## src/rtl/perf_event_counter_bank.sv

```systemverilog
// Bank of NUM_CH event counters (wrap or saturate) with an atomic snapshot shadow bank and indexed read.
// Define PERF_OVF_IRQ_EN to build the sticky per-channel overflow flags and irq_o.
module perf_event_counter_bank #(
    parameter int NUM_CH   = 8,
    parameter int CNT_W    = 32,
    parameter int INC_W    = 2,
    parameter int SAT_MODE = 0,
    localparam int IDX_W   = (NUM_CH > 1) ? $clog2(NUM_CH) : 1
) (
    input  logic                    clk,
    input  logic                    rst,
    input  logic                    en_i,
    input  logic                    clr_i,
    input  logic [NUM_CH*INC_W-1:0] evt_inc_i,
    input  logic                    snap_req_i,
    input  logic                    rd_req_i,
    input  logic [IDX_W-1:0]        rd_idx_i,
    output logic                    rd_valid_o,
    output logic [CNT_W-1:0]        rd_data_o,
    output logic                    rd_err_o,
    output logic                    snap_valid_o,
    output logic [NUM_CH-1:0]       ovf_o,
    output logic                    irq_o
);

    typedef enum logic {EMPTY, VALID} snap_state_e;

    snap_state_e      state_q, state_d;
    logic [CNT_W-1:0] cnt_q    [NUM_CH];
    logic [CNT_W-1:0] cnt_d    [NUM_CH];
    logic [CNT_W-1:0] shadow_q [NUM_CH];
    logic [CNT_W:0]   sum      [NUM_CH];
    logic             rd_valid_q, rd_err_q, rd_err;
    logic [CNT_W-1:0] rd_data_q;

    // The extra top bit of each sum is the channel's carry-out (overflow event).
    always_comb begin
        for (int k = 0; k < NUM_CH; k++) begin
            sum[k]   = {1'b0, cnt_q[k]} + (CNT_W+1)'(evt_inc_i[k*INC_W +: INC_W]);
            cnt_d[k] = cnt_q[k];
            if (clr_i) begin
                cnt_d[k] = '0;
            end else if (en_i) begin
                if (SAT_MODE != 0 && sum[k][CNT_W]) cnt_d[k] = '1;
                else                                cnt_d[k] = sum[k][CNT_W-1:0];
            end
        end
    end

    always_comb begin
        state_d = state_q;
        unique case (state_q)
            EMPTY:   if (snap_req_i) state_d = VALID;
            VALID:   state_d = VALID;
            default: state_d = EMPTY;
        endcase
    end

    assign rd_err = (state_q == EMPTY) || (int'(rd_idx_i) >= NUM_CH);

    always_ff @(posedge clk or negedge rst) begin
        if (!rst) begin
            state_q    <= EMPTY;
            rd_valid_q <= 1'b0;
            rd_err_q   <= 1'b0;
            rd_data_q  <= '0;
            for (int k = 0; k < NUM_CH; k++) begin
                cnt_q[k]    <= '0;
                shadow_q[k] <= '0;
            end
        end else begin
            state_q    <= state_d;
            rd_valid_q <= rd_req_i;
            rd_err_q   <= rd_req_i & rd_err;
            if (rd_req_i) begin
                rd_data_q <= rd_err ? '0 : shadow_q[rd_idx_i];
            end
            for (int k = 0; k < NUM_CH; k++) begin
                cnt_q[k] <= cnt_d[k];
                // Capture pre-edge live values; this cycle's inc/clr are not seen.
                if (snap_req_i) shadow_q[k] <= cnt_q[k];
            end
        end
    end

    assign rd_valid_o   = rd_valid_q;
    assign rd_err_o     = rd_err_q;
    assign rd_data_o    = rd_data_q;
    assign snap_valid_o = (state_q == VALID);

`ifdef PERF_OVF_IRQ_EN
    logic [NUM_CH-1:0] ovf_evt, ovf_d, ovf_q;
    logic              irq_q;

    always_comb begin
        for (int k = 0; k < NUM_CH; k++) begin
            ovf_evt[k] = en_i & ~clr_i & sum[k][CNT_W];
        end
    end

    // A snapshot clears the flags, but an overflow in the same cycle wins.
    assign ovf_d = (snap_req_i ? '0 : ovf_q) | ovf_evt;

    always_ff @(posedge clk or negedge rst) begin
        if (!rst) begin
            ovf_q <= '0;
            irq_q <= 1'b0;
        end else begin
            ovf_q <= ovf_d;
            irq_q <= |ovf_d;
        end
    end

    assign ovf_o = ovf_q;
    assign irq_o = irq_q;
`else
    assign ovf_o = '0;
    assign irq_o = 1'b0;
`endif

endmodule

```

## config.mk

```make
export PLATFORM = sky130hd
export DESIGN_NAME = perf_event_counter_bank
export DESIGN_NICKNAME = d
export VERILOG_FILES = /design/src/rtl/perf_event_counter_bank.sv
export SDC_FILE = /design/constraint.sdc
export NUM_CORES = 1
export LEC_CHECK = 0
export CAP_MARGIN = 20
export CORE_ASPECT_RATIO = 0.6
export CORE_MARGIN = 2
export CORE_UTILIZATION = 50
export DETAILED_ROUTE_END_ITERATION = 10
export HOLD_SLACK_MARGIN = 0.15
export PLACE_DENSITY = 0.72
export SLEW_MARGIN = 10
export SYNTH_ARGS = -nofsm -noshare
export SYNTH_HDL_FRONTEND = slang
export SYNTH_SLANG_ARGS = --single-unit
```

## constraint.sdc

```tcl
create_clock -name clk -period 2.65 [get_ports clk]
set_input_delay 0.53 -clock clk [delete_from_list [all_inputs] [get_ports clk]]
set_output_delay 0.53 -clock clk [all_outputs]
set_load 0.1 [all_outputs]
```

==> run_results.csv <==
group,metric,value,unit
logic_synthesis,synthArstFlopShare,1.000,
worst_setup_path,cp_cell_sequence,"ha_1 -> fa_1 -> nand3_1 -> buf_4 -> nor2_1 -> nand4_1 -> or4_1 -> nand2_1",
place,io_buffers,59,
worst_setup_path,slowest_delay,0.57,ns
worst_setup_path,crit_required,3.17,ns
route,initialDrtViolationCount,1692,
global_routing,antenna_found_initial,1,
cts,cts_buffers,50,
route,drtAntennaViolNets,0,
power_and_ir_drop,power_frac_clock,0.448,
global_routing,grt_remaining_overflow,0,
sta,rsz0062_at_grt,"false",
cts,cts.clk_slew.worst_paths,0.07,ns
worst_setup_path,cp-end-kind,"register",
place,dp_hpwl,44670,um
power_and_ir_drop,p_switching,4012,uW
floorplan,die_y,178.9,um
sta,setup_viol,0,
route,drc,0,
worst_setup_path,critical_path_arrival,3.03,ns
logic_synthesis,ys.warnings.count,0,
logic_synthesis,synth_cell_types,54,
cts,clockBufferDepth,3,
cts,cts-htree-levels,2,
worst_setup_path,critical_path_class,"register to register",
global_routing,grt_pass1_wl,101000,um
layout,drive_gt1_frac,0.2494,
global_routing,grt_use_total,0.2490,
global_routing,grt_pass1_vias,17050,
sta,fin_setup_tns,0,ns
worst_setup_path,crit_fanout,5,
logic_synthesis,syn_avg_cell_area,12.02,sq um
floorplan,die_w,295.6,um
logic_synthesis,ys_ff_latch,547,
floorplan,start_util,0.5031,
route,first_pass_iters,5,
cts,cts_sinks,547,
logic_synthesis,synth_top_area_share,0.5367,
floorplan,placementRows,64,
power_and_ir_drop,seqPwrFrac,0.491,
power_and_ir_drop,p_sw_frac,0.2314,
logic_synthesis,seq_area_frac_synth,0.5367,
sta,finalWorstSetupSlack,0.1424,ns
worst_setup_path,cpMaxStageDelayCell,"or4_1",
cts,cts_root_buffer,"clkbuf_16",
worst_setup_path,startpoint_type,"register",
sta,hold_viol_final,0,
sta,skew,0.01893,ns
place,gp_congestion,0.8834,
logic_synthesis,synth_enable_flop_cells,0,
cts,insertion_delay,0.58,ns
layout,areaGrowthSynthToFinish,14.45,%
layout,nNetsFinal,2278,
layout,n_antenna_cell,0,
logic_synthesis,syn_inst,2122,
route,viasPerCell,5.889,
power_and_ir_drop,p_per_area,594.0,mW/mm^2
sta,slew_headroom,0.3279,
power_and_ir_drop,comb_power_share,0.062,
power_and_ir_drop,peakVddDrop,0.5136,mV
sta,period_share,0.9463,
route,vias,17440,
logic_synthesis,ys.flop_type,"dfrtp_1",
sta,drv_slew,0,
floorplan,ios,69,
global_routing,grt_max_degree,111,
min_path,hp-class,"input pin to register",
sta,tightest_slew,1.004,ns
layout,post-route-util,0.5758,
floorplan,core,0.05069,sq mm
cts,cts_setup_buffers,0,
place,dp_slack,-0.3555,ns
logic_synthesis,synth.largest_area_cell,"dfrtp_1",
sta,min_period,2.508,ns
power_and_ir_drop,power.leakage,0.01340,uW
route,finalWirelength,64080,um
logic_synthesis,synth_area_leaders,"dfrtp_1, mux2_2, mux4_2",
cts,cts_tree,"done",
route,wl_per_cell,21.63,um
power_and_ir_drop,internal_power,13330,uW
sta,max_clock_freq,398.8,MHz
outcome,status,"finished, final reports clean",
logic_synthesis,synth.cell_area,0.02550,sq mm
floorplan,die_area,0.05289,sq mm
run,max_cap_viol_count,0,
-- synth_stat cells, types with 4 or more instances --
| cell | count |
|---|---|
| mux2_2 | 257 |
| nor3_1 | 20 |
| xnor2_1 | 42 |
| fa_1 | 8 |
| nor2_1 | 256 |
| or3_1 | 35 |
| nand3_1 | 87 |
| mux4_2 | 64 |
| buf_4 | 9 |
| ha_1 | 16 |
| clkbuf_1 | 85 |
| and4_1 | 15 |
| or4_1 | 4 |
| nand4_1 | 106 |
| o21ai_0 | 39 |
| mux2i_1 | 48 |
| and2_1 | 8 |
| buf_2 | 9 |
| and3_1 | 43 |
| nor4_1 | 11 |
| xor2_1 | 157 |
| buf_1 | 10 |
| nand3b_1 | 4 |
| dfrtp_1 | 547 |
| a21oi_1 | 43 |
| o22ai_1 | 32 |
| inv_1 | 46 |
| nand2_1 | 78 |
| nor2b_1 | 5 |
-- per-layer routing --
layer  track usage  part of all wire  vias up
li1              -                 -     7742
met1        0.3936              0.48     9006
met2        0.3469              0.42      609
met3       0.05082             0.072       87
met4       0.06472             0.024        0
met5             0                 0        -
-- critical path: cells and delay by family, from the launching register on --
family,cells,cell delay (ns)
adders and majority gates,2,0.51
DFF,1,0.47
and+or+nand+nor,5,1.31
buffers and inverters,1,0.15
-- repair_timing --
item,in CTS,in global routing
hold buffers,1,0
resized for setup,0,1
endpoints found under the setup margin,0,3
hold endpoints to repair,49,0
-- through the flow --
stage / cells / hold WS, ns / area, sq um / power, uW
global route: 2962 / 0.4179 / 29190 / 17950
detailed placement: 2869 / 0.4782 / 27410 / 9735
CTS: 2962 / 0.4162 / 29180 / 17480
global placement: 2869 / 0.4707 / 27410 / 9706
finish: 2962 / 0.4268 / 29190 / 17340
floorplan: 2130 / 0.2344 / 25530 / 9242
-- final cells by class --
| cell class | count | area (sq um) |
|---|---|---|
| multi-input combinational | 1424 | 11210 |
| timing repair buffer | 160 | 1485 |
| inverter | 46 | 172.7 |
| clock buffer | 73 | 1509 |
| fill | 4038 | 21500 |
| tap | 693 | 867.1 |
| sequential | 547 | 13690 |
| clock inverter | 19 | 257.7 |
-- cell families (layout without fill, tap and decap cells) --
kind of cell / count (synthesis) / count (layout) / synth area share
buffers and inverters: 159 / 298 / 0.02517
AO/OA/AOI/OAI: 129 / 129 / 0.02895
adder cells (fa/ha/maj): 24 / 24 / 0.01413
AND/OR/NAND/NOR: 694 / 694 / 0.1377
multiplexers: 369 / 369 / 0.1888
flip-flops: 547 / 547 / 0.5367
XOR/XNOR: 199 / 199 / 0.06834
other: 1 / 9 / 0.0001470
-- power groups by stage --
stage,clock [uW],combinational (uW),sequential [uW]
final,7770,1070,8510
after CTS,7890,1080,8500
after global placement,0,1050,8660
after global routing,8280,1160,8510
after detailed placement,0,1070,8660
after floorplan,0,557,8690
-- final timing paths --
path / startpoint / to / slack (ns) / cells after the start
max: cnt_q[192] / cnt_q[218] / 0.14 / 8
min reg2reg: snap_valid_o / rd_err_o / 0.49 / 1
min in group asynchronous: rst / cnt_q[226] / 0.49 / 2
max in group asynchronous: rst / shadow_q[221] / 1.26 / 3
min: clr_i / cnt_q[63] / 0.43 / 3
max reg2reg: cnt_q[192] / cnt_q[218] / 0.14 / 8
-- layout by cell type, fill, tap and decap left out, types with 4 or more instances in the layout --
master | synthesis | layout
dfrtp_1 | 547 | 547
mux2_2 | 257 | 257
nor2_1 | 256 | 256
xor2_1 | 157 | 157
buf_4 | 9 | 118
nand4_1 | 106 | 106
nand3_1 | 87 | 87
nand2_1 | 78 | 78
mux4_2 | 64 | 64
clkbuf_16 | 0 | 51
mux2i_1 | 48 | 48
inv_1 | 46 | 46
a21oi_1 | 43 | 43
and3_1 | 43 | 43
xnor2_1 | 42 | 42
o21ai_0 | 39 | 39
or3_1 | 35 | 35
o22ai_1 | 32 | 32
nor3_1 | 20 | 20
buf_12 | 0 | 18
clkdlybuf4s50_1 | 0 | 17
ha_1 | 16 | 16
clkbuf_8 | 0 | 16
and4_1 | 15 | 15
nor4_1 | 11 | 11
conb_1 | 1 | 9
clkinv_2 | 0 | 9
and2_1 | 8 | 8
fa_1 | 8 | 8
clkbuf_1 | 85 | 7
bufinv_16 | 0 | 6
nor2b_1 | 5 | 5
nand3b_1 | 4 | 4
or4_1 | 4 | 4
-- sequential cells by signal, indices dropped and copies added (netlist names) --
register and count:
cnt_q 256, shadow_q 256, rd_valid_o 1, snap_valid_o 1, rd_data_o 32, rd_err_o 1
No activity file was read; power rests on OpenSTA's default activity.
